`src/rtl/decode_pkg.sv`:
```
// Shared constants for the instruction-decode stage: default geometry,
// field-position helpers and the skid-buffer occupancy encoding.
package decode_pkg;

    localparam int DEF_INST_W = 32;
    localparam int DEF_OP_W   = 3;
    localparam int DEF_REG_W  = 5;
    localparam int DEF_IMM_W  = 32;
    localparam int DEF_CNT_W  = 16;

    localparam logic [1:0] ST_EMPTY = 2'd0;
    localparam logic [1:0] ST_ONE   = 2'd1;
    localparam logic [1:0] ST_TWO   = 2'd2;

    // Address field is whatever remains below the opcode and three register fields.
    function automatic int addr_width(input int inst_w, input int op_w, input int reg_w);
        return inst_w - op_w - 3 * reg_w;
    endfunction

    function automatic int reg_msb(input int inst_w, input int op_w, input int reg_w, input int k);
        return inst_w - op_w - 1 - k * reg_w;
    endfunction

endpackage

```
`src/rtl/decode_if.sv`:
```
// Fetch-side and execute-side handshake bundle of the decode stage.
interface decode_if
    import decode_pkg::*;
#(
    parameter int INST_W = DEF_INST_W,
    parameter int OP_W   = DEF_OP_W,
    parameter int REG_W  = DEF_REG_W,
    parameter int IMM_W  = DEF_IMM_W,
    parameter int CNT_W  = DEF_CNT_W
);
    localparam int ADDR_W = addr_width(INST_W, OP_W, REG_W);

    logic              flush;
    logic              in_valid;
    logic              in_ready;
    logic [INST_W-1:0] inst;
    logic              out_valid;
    logic              out_ready;
    logic [OP_W-1:0]   opcode;
    logic [REG_W-1:0]  reg_addr_0;
    logic [REG_W-1:0]  reg_addr_1;
    logic [REG_W-1:0]  reg_addr_2;
    logic [ADDR_W-1:0] addr;
    logic [IMM_W-1:0]  imm;
    logic              illegal;
    logic [CNT_W-1:0]  illegal_cnt;

    modport slave (
        input  flush, in_valid, inst, out_ready,
        output in_ready, out_valid, opcode, reg_addr_0, reg_addr_1, reg_addr_2,
               addr, imm, illegal, illegal_cnt
    );

    modport master (
        output flush, in_valid, inst, out_ready,
        input  in_ready, out_valid, opcode, reg_addr_0, reg_addr_1, reg_addr_2,
               addr, imm, illegal, illegal_cnt
    );

endinterface

```
`src/rtl/decode_fields.sv`:
```
// Combinational split of one instruction word into opcode, register
// addresses and extended immediate, plus the opcode legality check.
module decode_fields
    import decode_pkg::*;
#(
    parameter int INST_W = DEF_INST_W,
    parameter int OP_W   = DEF_OP_W,
    parameter int REG_W  = DEF_REG_W,
    parameter int IMM_W  = DEF_IMM_W,
    parameter logic [2**OP_W-1:0] OP_LEGAL = {(2**OP_W){1'b1}},
    parameter logic [2**OP_W-1:0] OP_SEXT  = {(2**OP_W){1'b0}},
    localparam int ADDR_W = addr_width(INST_W, OP_W, REG_W)
) (
    input  logic [INST_W-1:0] inst_i,
    output logic [OP_W-1:0]   opcode_o,
    output logic [REG_W-1:0]  ra0_o,
    output logic [REG_W-1:0]  ra1_o,
    output logic [REG_W-1:0]  ra2_o,
    output logic [ADDR_W-1:0] addr_o,
    output logic [IMM_W-1:0]  imm_o,
    output logic              illegal_o
);
    localparam int RA0_MSB = reg_msb(INST_W, OP_W, REG_W, 0);
    localparam int RA1_MSB = reg_msb(INST_W, OP_W, REG_W, 1);
    localparam int RA2_MSB = reg_msb(INST_W, OP_W, REG_W, 2);

    // Bitwise build also covers IMM_W == ADDR_W, where no extension bits exist.
    function automatic logic [IMM_W-1:0] extend(input logic [ADDR_W-1:0] a, input logic sext);
        logic [IMM_W-1:0] r;
        for (int i = 0; i < IMM_W; i++) begin
            r[i] = (i < ADDR_W) ? a[i] : (sext & a[ADDR_W-1]);
        end
        return r;
    endfunction

    assign opcode_o  = inst_i[INST_W-1 -: OP_W];
    assign ra0_o     = inst_i[RA0_MSB -: REG_W];
    assign ra1_o     = inst_i[RA1_MSB -: REG_W];
    assign ra2_o     = inst_i[RA2_MSB -: REG_W];
    assign addr_o    = inst_i[ADDR_W-1:0];
    assign imm_o     = extend(addr_o, OP_SEXT[opcode_o]);
    assign illegal_o = ~OP_LEGAL[opcode_o];

endmodule

```
`src/rtl/decode_stage.sv`:
```
// Registered decode stage: decodes on the input side, holds up to two
// decoded entries (output register + skid) and counts illegal opcodes.
module decode_stage
    import decode_pkg::*;
#(
    parameter int INST_W = DEF_INST_W,
    parameter int OP_W   = DEF_OP_W,
    parameter int REG_W  = DEF_REG_W,
    parameter int IMM_W  = DEF_IMM_W,
    parameter logic [2**OP_W-1:0] OP_LEGAL = {(2**OP_W){1'b1}},
    parameter logic [2**OP_W-1:0] OP_SEXT  = {(2**OP_W){1'b0}},
    parameter int CNT_W  = DEF_CNT_W
) (
    input logic     clk,
    input logic     rst,
    decode_if.slave dec_if
);
    localparam int ADDR_W = addr_width(INST_W, OP_W, REG_W);

    if (ADDR_W < 1) begin : g_bad_addr_w
        $error("decode_stage: INST_W leaves no room for the address field");
    end
    if (IMM_W < ADDR_W) begin : g_bad_imm_w
        $error("decode_stage: IMM_W must be at least ADDR_W");
    end

    typedef struct packed {
        logic [OP_W-1:0]   opcode;
        logic [REG_W-1:0]  ra0;
        logic [REG_W-1:0]  ra1;
        logic [REG_W-1:0]  ra2;
        logic [ADDR_W-1:0] addr;
        logic [IMM_W-1:0]  imm;
        logic              illegal;
    } entry_t;

    function automatic logic [CNT_W-1:0] sat_inc(input logic [CNT_W-1:0] c);
        return (c == {CNT_W{1'b1}}) ? c : c + CNT_W'(1);
    endfunction

    logic [OP_W-1:0]   f_op;
    logic [REG_W-1:0]  f_ra0, f_ra1, f_ra2;
    logic [ADDR_W-1:0] f_addr;
    logic [IMM_W-1:0]  f_imm;
    logic              f_ill;
    entry_t            dec_in;

    decode_fields #(
        .INST_W  (INST_W),
        .OP_W    (OP_W),
        .REG_W   (REG_W),
        .IMM_W   (IMM_W),
        .OP_LEGAL(OP_LEGAL),
        .OP_SEXT (OP_SEXT)
    ) u_fields (
        .inst_i   (dec_if.inst),
        .opcode_o (f_op),
        .ra0_o    (f_ra0),
        .ra1_o    (f_ra1),
        .ra2_o    (f_ra2),
        .addr_o   (f_addr),
        .imm_o    (f_imm),
        .illegal_o(f_ill)
    );

    assign dec_in = {f_op, f_ra0, f_ra1, f_ra2, f_addr, f_imm, f_ill};

    logic [1:0]       state_q, state_d;
    logic             in_ready_q, out_valid_q;
    entry_t           out_q, out_d;
    entry_t           skid_q, skid_d;
    logic [CNT_W-1:0] cnt_q, cnt_d;
    logic             in_xfer, out_xfer;

    assign in_xfer  = dec_if.in_valid & in_ready_q;
    assign out_xfer = out_valid_q & dec_if.out_ready;

    always_comb begin
        state_d = state_q;
        out_d   = out_q;
        skid_d  = skid_q;
        case (state_q)
            ST_EMPTY: begin
                if (in_xfer) begin
                    out_d   = dec_in;
                    state_d = ST_ONE;
                end
            end
            ST_ONE: begin
                if (in_xfer && out_xfer) begin
                    out_d = dec_in;
                end else if (in_xfer) begin
                    skid_d  = dec_in;
                    state_d = ST_TWO;
                end else if (out_xfer) begin
                    state_d = ST_EMPTY;
                end
            end
            ST_TWO: begin
                // in_ready is low here, so only a drain can happen
                if (out_xfer) begin
                    out_d   = skid_q;
                    state_d = ST_ONE;
                end
            end
            default: state_d = ST_EMPTY;
        endcase
        if (dec_if.flush) begin
            state_d = ST_EMPTY;
        end
        cnt_d = (out_xfer && out_q.illegal) ? sat_inc(cnt_q) : cnt_q;
    end

    // ---- output register / control stage ----
    always_ff @(posedge clk) begin
        if (rst) begin
            state_q     <= ST_EMPTY;
            in_ready_q  <= 1'b1;
            out_valid_q <= 1'b0;
            cnt_q       <= '0;
            out_q       <= '0;
        end else begin
            state_q     <= state_d;
            in_ready_q  <= (state_d != ST_TWO);
            out_valid_q <= (state_d != ST_EMPTY);
            cnt_q       <= cnt_d;
            out_q       <= out_d;
        end
    end

    // ---- skid entry ----
    always_ff @(posedge clk) begin
        skid_q <= skid_d;
    end

    assign dec_if.in_ready    = in_ready_q;
    assign dec_if.out_valid   = out_valid_q;
    assign dec_if.opcode      = out_q.opcode;
    assign dec_if.reg_addr_0  = out_q.ra0;
    assign dec_if.reg_addr_1  = out_q.ra1;
    assign dec_if.reg_addr_2  = out_q.ra2;
    assign dec_if.addr        = out_q.addr;
    assign dec_if.imm         = out_q.imm;
    assign dec_if.illegal     = out_q.illegal;
    assign dec_if.illegal_cnt = cnt_q;

endmodule
```
`src/flat_wrapper.sv`:
```
// flat-port wrapper written by rule: the top's interface ports become plain ports
module decode_stage_flat import decode_pkg::*;
#(
    parameter int INST_W = DEF_INST_W,
    parameter int OP_W   = DEF_OP_W,
    parameter int REG_W  = DEF_REG_W,
    parameter int IMM_W  = DEF_IMM_W,
    parameter logic [2**OP_W-1:0] OP_LEGAL = {(2**OP_W){1'b1}},
    parameter logic [2**OP_W-1:0] OP_SEXT  = {(2**OP_W){1'b0}},
    parameter int CNT_W  = DEF_CNT_W
)
  (clk, rst, dec_if_flush, dec_if_in_valid, dec_if_inst, dec_if_out_ready, dec_if_in_ready, dec_if_out_valid, dec_if_opcode, dec_if_reg_addr_0, dec_if_reg_addr_1, dec_if_reg_addr_2, dec_if_addr, dec_if_imm, dec_if_illegal, dec_if_illegal_cnt);
  decode_if #(.INST_W(INST_W), .OP_W(OP_W), .REG_W(REG_W), .IMM_W(IMM_W), .CNT_W(CNT_W)) dec_if_i ();
  input logic clk;
  input logic rst;
  input wire logic [$bits(dec_if_i.flush)-1:0] dec_if_flush;
  input wire logic [$bits(dec_if_i.in_valid)-1:0] dec_if_in_valid;
  input wire logic [$bits(dec_if_i.inst)-1:0] dec_if_inst;
  input wire logic [$bits(dec_if_i.out_ready)-1:0] dec_if_out_ready;
  output wire logic [$bits(dec_if_i.in_ready)-1:0] dec_if_in_ready;
  output wire logic [$bits(dec_if_i.out_valid)-1:0] dec_if_out_valid;
  output wire logic [$bits(dec_if_i.opcode)-1:0] dec_if_opcode;
  output wire logic [$bits(dec_if_i.reg_addr_0)-1:0] dec_if_reg_addr_0;
  output wire logic [$bits(dec_if_i.reg_addr_1)-1:0] dec_if_reg_addr_1;
  output wire logic [$bits(dec_if_i.reg_addr_2)-1:0] dec_if_reg_addr_2;
  output wire logic [$bits(dec_if_i.addr)-1:0] dec_if_addr;
  output wire logic [$bits(dec_if_i.imm)-1:0] dec_if_imm;
  output wire logic [$bits(dec_if_i.illegal)-1:0] dec_if_illegal;
  output wire logic [$bits(dec_if_i.illegal_cnt)-1:0] dec_if_illegal_cnt;
  assign dec_if_i.flush = dec_if_flush;
  assign dec_if_i.in_valid = dec_if_in_valid;
  assign dec_if_i.inst = dec_if_inst;
  assign dec_if_i.out_ready = dec_if_out_ready;
  assign dec_if_in_ready = dec_if_i.in_ready;
  assign dec_if_out_valid = dec_if_i.out_valid;
  assign dec_if_opcode = dec_if_i.opcode;
  assign dec_if_reg_addr_0 = dec_if_i.reg_addr_0;
  assign dec_if_reg_addr_1 = dec_if_i.reg_addr_1;
  assign dec_if_reg_addr_2 = dec_if_i.reg_addr_2;
  assign dec_if_addr = dec_if_i.addr;
  assign dec_if_imm = dec_if_i.imm;
  assign dec_if_illegal = dec_if_i.illegal;
  assign dec_if_illegal_cnt = dec_if_i.illegal_cnt;
  decode_stage #(.INST_W(INST_W), .OP_W(OP_W), .REG_W(REG_W), .IMM_W(IMM_W), .OP_LEGAL(OP_LEGAL), .OP_SEXT(OP_SEXT), .CNT_W(CNT_W)) u_core (.clk(clk), .rst(rst), .dec_if(dec_if_i));
endmodule
```
`config.mk`:
```
export PLATFORM = sky130hd
export DESIGN_NAME = decode_stage_flat
export DESIGN_NICKNAME = d
export VERILOG_FILES = /design/src/rtl/decode_pkg.sv /design/src/rtl/decode_if.sv /design/src/rtl/decode_fields.sv /design/src/rtl/decode_stage.sv /design/src/flat_wrapper.sv
export SDC_FILE = /design/constraint.sdc
export NUM_CORES = 1
export LEC_CHECK = 0
export BUFFER_PORTS_ARGS = -buffer_cell sky130_fd_sc_hd__buf_2
export CAP_MARGIN = 20
export CORE_UTILIZATION = 40
export DETAILED_ROUTE_END_ITERATION = 7
export GPL_ROUTABILITY_DRIVEN = 0
export GPL_TIMING_DRIVEN = 0
export MAX_ROUTING_LAYER = met4
export PLACE_DENSITY = 0.7
export SLEW_MARGIN = 40
export SYNTH_ARGS = -nofsm -noshare
export SYNTH_HDL_FRONTEND = slang
export SYNTH_SLANG_ARGS = --single-unit
export TNS_END_PERCENT = 50
```
`constraint.sdc`:
```
create_clock -name clk -period 2.55 [get_ports clk]
set_clock_uncertainty 0.15 [all_clocks]
set_input_delay 0.51 -clock clk [delete_from_list [all_inputs] [get_ports clk]]
set_output_delay 0.51 -clock clk [all_outputs]
set_load 0.1 [all_outputs]
```
Word level (Yosys, flattened, before mapping). Memories as Yosys holds them, arrays and structs flattened. Cells that the tools add are included.

Memories: 2. Register bits: 133. Memory bits (read-only): 16. Logic and storage cells: 56.

Add/subtract/negate cells: 1. Magnitude comparators: 1. Reduce and logical (&&, ||, !) cells: 8. Bitwise operators: 6. Muxes and demuxes: 13. Equal/unequal tests: 7.

Memory list: (no name shown) (words 8, width 1, read ports 1, clocked after Yosys merged registers in 0, wr ports 0, line decode_fields.sv:42) `assign illegal_o = ~OP_LEGAL[opcode_o];`; (no name shown) (words 8, width 1, read ports 1, clocked after Yosys merged registers in 0, wr ports 0, line decode_fields.sv:41) `assign imm_o = extend(addr_o, OP_SEXT[opcode_o]);`.

Operators with widths (number): 65-bit 2-to-1 mux (3); 65-bit one-hot mux with 3 select lines (1); 16-bit by 1-bit adder with 16-bit output (second input constant) (1); 16-bit equality test (second input constant) (1); 2-bit 2-to-1 mux (6); 2-bit by 1-bit inequality test with 1-bit output (second input constant) (3); 2-bit one-hot mux with 3 select lines (1); 3-bit by 4-bit < comparator with 1-bit output (second input constant) (1); 4-bit AND reduction (1); 1-bit bitwise AND (3); 1-bit inverter (3); 3-bit AND reduction (1); 3-bit nonzero test (1); 2-bit by 1-bit equality test with 1-bit output (second input constant) (1); 2-bit equality test (second input constant) (1); 1-bit logical AND (2); 2-bit zero test (1); 1-bit 2-to-1 mux (2); 2-bit inequality test (second input constant) (1); 2-bit AND reduction (1); 2-bit nonzero test (1).

Longest topological paths before layout.
Depth after elaboration: 7. Mapped depth: 6.

Cells and area by module. From an unflattened synthesis, not the netlist that was laid out.

Cells, all modules: 536. Area, all modules: 6628.9 sq um.

By module, submodules not included: decode_stage (area each 6137.1 sq um, instances 1, sequential area each 3653.5 sq um, cells an instance 470); decode_fields (area each 491.7 sq um, instances 1, sequential area each 0.0 sq um, cells an instance 66).

Worst setup path after synthesis. Ideal clock, no wire load.

Path kind: register to register. Start: register u_core.in_ready_q, in the netlist u_core.dec_if.in_ready. End: register u_core.skid_q[10] in the netlist's numbering (enable). Cell stages (with the launch flop): 3. Library setup time: 0.421 ns. Arrival: 2.534 ns. Path buffers: 0. Slack: -0.556 ns. Path through: dfxtp_1 -> nand3b_4 -> nor2_1.

Cells in the longest elaborated chain, start to end: 4.

Ends and longest elaborated chain: start: declaration (line decode_stage.sv:69) `logic in_ready_q, out_valid_q;`; start signal: assignment (line decode_stage.sv:124) `in_ready_q <= (state_d != ST_TWO);`; 1-bit bitwise AND * (line decode_stage.sv:75) `assign in_xfer = dec_if.in_valid & in_ready_q;`; 1-bit logical AND (line decode_stage.sv:90) `if (in_xfer && out_xfer) begin`; 1-bit inverter (no line); 3-bit AND reduction (no line) *; end signal: assignment (line decode_stage.sv:133) `skid_q <= skid_d;`; end: declaration (line decode_stage.sv:71) `entry_t skid_q, skid_d;`.

Every way passes the cells marked *; elsewhere a longest branch is shown, timed or not. A chain may end at the register's enable or synchronous reset.

Worst setup path after layout.
Start: register u_core.out_q (netlist bit u_core.dec_if.imm[8]). End: output dec_if_imm[8].

RTL lines: start: declaration (line decode_stage.sv:70) `entry_t out_q, out_d;`; start signal: assignment (line decode_stage.sv:127) `out_q <= out_d;`; end: declaration (line flat_wrapper.sv:27) `output wire logic [$bits(dec_if_i.imm)-1:0] dec_if_imm;`.

No word-level cell between the ends.

==> impl_metrics.env <==
export IMPL_post_cts_buffers=0
export IMPL_syn_area_mm2=0.00317
export IMPL_first_iter_violations=70
export IMPL_ys_seq_area_share_pct=53.0
export IMPL_ctsHoldBuffers=0
export IMPL_grt_use_met3_pct=4.94
export IMPL_use_met1_pct=20.8
export IMPL_synth_edf_count=32
export IMPL_slew_headroom_pct=45.8
export IMPL_worstPathRequired_ns=1.89
export IMPL_grt_pass1_wl_mm=10.6
export IMPL_drt_wl_total_mm=6.58
export IMPL_globalRoute_totalOverflow=0
export IMPL_setup_tns_ns=0
export IMPL_powerDensity_mw_per_mm2=805
export IMPL_rr_endpoint="u_core.dec_if.reg_addr_0[0]$_SDFFE_PP0P_"
export IMPL_layout_drive_gt1_share_pct=50.0
export IMPL_cts_made_buffers=9
export IMPL_max_freq_mhz=527
export IMPL_worst_slack_ns=0.651
export IMPL_rsz0062_at_grt="false"
export IMPL_grt_max_degree=19
export IMPL_ys_flop_type="dfxtp_1"
export IMPL_clockBufferDepth=2
export IMPL_slew_violations=0
export IMPL_clock_sinks=68
export IMPL_total_leakage_power_uw=0.00172
export IMPL_fp_row_count=32
export IMPL_worstHoldEndpoint="u_core.skid_q[9]$_DFFE_PP_"
export IMPL_dieArea_mm2=0.00829
export IMPL_met2_usage_pct=26.1
export IMPL_vdd_drop_max_v=0.000427
export IMPL_grt_pass1_vias=2119
export IMPL_avgSynthCellArea_um2=12.5
export IMPL_synth_top_cell_area_share_pct=30.3
export IMPL_grt_antenna_before_repair=0
export IMPL_outcome="finished, final reports clean"
export IMPL_ys_types=23
export IMPL_period_share_pct=74.5
export IMPL_yosys_warnings=0
export IMPL_pre_cts_ws_ns=0.505
export IMPL_hold_class="in -> reg"
export IMPL_netlist_top_cells_count="51 x buf_4, 36 x dfxtp_1, 32 x edfxtp_1, 32 x mux2i_1, 32 x nor3_1"
export IMPL_cp_end_kind="output pin"
export IMPL_regArea_mm2=0.00168
export IMPL_n_fill_cell=715
export IMPL_crit_chain="buf_4 -> buf_2"
export IMPL_track_usage_pct=17.2
export IMPL_start_util_pct=41.3
export IMPL_syn2layout_area_growth_pct=29.0
export IMPL_final_cells=490
export IMPL_dp_cells=474
export IMPL_reg2reg_depth=5
export IMPL_firstDrtPassIters=4
export IMPL_finalHoldViolations=0
export IMPL_r2r_start="u_core.state_q[1]$_SDFF_PP0_"
export IMPL_cts_tree="yes"
export IMPL_cts_root_buffer="clkbuf_8"
export IMPL_post_cts_resized=0
export IMPL_synth_seq_cells=68
export IMPL_vias=2221
export IMPL_wl_per_cell_um=13.4
export IMPL_cp_slowest_cell="buf_2"
export IMPL_max_slew_worst_pin_slew_ns=0.813
export IMPL_multiInputGateArea_mm2=0.00114
export IMPL_die_y_um=91.0
export IMPL_max_stage_delay_ns=0.41
export IMPL_cp_max_fo=3
export IMPL_ioPinCount=120
export IMPL_yosysMostFrequentCell="buf_4"
export IMPL_antennaDiodeCount=0
export IMPL_clk_pin_slew_ns=0.08
export IMPL_synthTopCellsByArea="edfxtp_1 30%, dfxtp_1 23%, buf_4 12%"
export IMPL_cts_htree_levels=3
export IMPL_ant_nets=0
export IMPL_worstSkewPairLatency_ns=0.35
export IMPL_core_mm2=0.00769
export IMPL_post_dp_hpwl_mm=4.60
export IMPL_yosysTopAreaCell="edfxtp_1"
export IMPL_min_period_ns=1.90
export IMPL_die_w_um=91.0
export IMPL_gr_max_usage_layer="met2"
export IMPL_vias_per_cell=4.53
export IMPL_async_reset_ff_share_pct=0
export IMPL_start_kind="register"
export IMPL_nets=420
export IMPL_drc_errors=0
export IMPL_port_buffers=83
export IMPL_synth_cells=254
export IMPL_hold_start="dec_if_inst[8]"
export IMPL_hold_depth=1
export IMPL_maxCapViolCount=0
export IMPL_arrival_ns=1.24
export IMPL_path_class="reg -> out"
export IMPL_setup_violations=0
export IMPL_r2r_slack_ns=0.72
[power by group]
group | internal [uW] | switching (uW)
clock | 545 | 419
combinational | 212 | 881
sequential | 1200 | 33.4
[how the worst max path moves through the flow]
stage	startpoint	to	slack (ns)	cells past startpoint
floorplan	u_core.dec_if.in_ready$_SDFF_PP1_	u_core.skid_q[10]$_DFFE_PP_	0.30	2
global placement	dec_if_out_ready	u_core.skid_q[4]$_DFFE_PP_	0.32	4
detailed placement	dec_if_out_ready	u_core.skid_q[4]$_DFFE_PP_	0.50	5
CTS	u_core.dec_if.imm[8]$_SDFFE_PP0P_	dec_if_imm[8]	0.63	2
global route	u_core.dec_if.imm[8]$_SDFFE_PP0P_	dec_if_imm[8]	0.58	2
finish	u_core.dec_if.imm[8]$_SDFFE_PP0P_	dec_if_imm[8]	0.65	2
[layer usage]
| metal | wire (um) | up-vias |
|---|---|---|
| met3 | 415 | 11 |
| met5 | 0 | - |
| met1 | 3070 | 1037 |
| met4 | 125 | 0 |
| li1 | - | 1097 |
| met2 | 2970 | 76 |
[cells in the final DEF (no fill, tap or decap), types with 5 or more instances in the layout]
master	n
buf_2	88
buf_4	51
dfxtp_1	36
conb_1	35
mux2i_1	32
nor3_1	32
edfxtp_1	32
a211oi_2	30
clkbuf_8	9
clkbuf_1	5
[area by class of cell]
| class | count | share of cell area [%] |
|---|---|---|
| buffer | 67 | 11.9 |
| clock buffer | 9 | 3.03 |
| clock inverter | 7 | 2.23 |
| multi-input combinational | 153 | 27.8 |
| sequential | 68 | 41.1 |
| tap | 102 | 3.12 |
| timing repair buffer | 84 | 10.8 |
[cells by family after synthesis]
logic type / share of synthesized area [%]
compound gates: 13.5
buf+inv: 15.3
simple gates: 7.89
other cells: 0.118
flops: 53.0
mux: 10.1
[worst max-delay path, delay by kind of cell, from the launching register on]
kind	cells	cell delay [ns]
buffers and inverters	2	0.52
DFF	1	0.36
[state kept, by name, summed over array words and instances (netlist names)]
name / count
u_core.dec_if.in_ready: 1
u_core.dec_if.reg_addr_0: 5
u_core.dec_if.opcode: 3
u_core.skid_q: 32
u_core.dec_if.reg_addr_1: 5
u_core.dec_if.imm: 14
u_core.state_q: 2
u_core.dec_if.reg_addr_2: 5
u_core.dec_if.out_valid: 1
[per-stage QoR]
step	hold WS (ns)	power, uW	area (um^2)	util (%)
floorplan	0.411	2210	3310	-
global placement	0.424	2340	3850	50.1
detailed placement	0.430	2360	3880	50.4
CTS	0.187	3310	4090	53.2
global route	0.175	3400	4090	53.2
finish	0.192	3290	4090	53.2
Note: power is estimated with default switching activity, not from simulation.
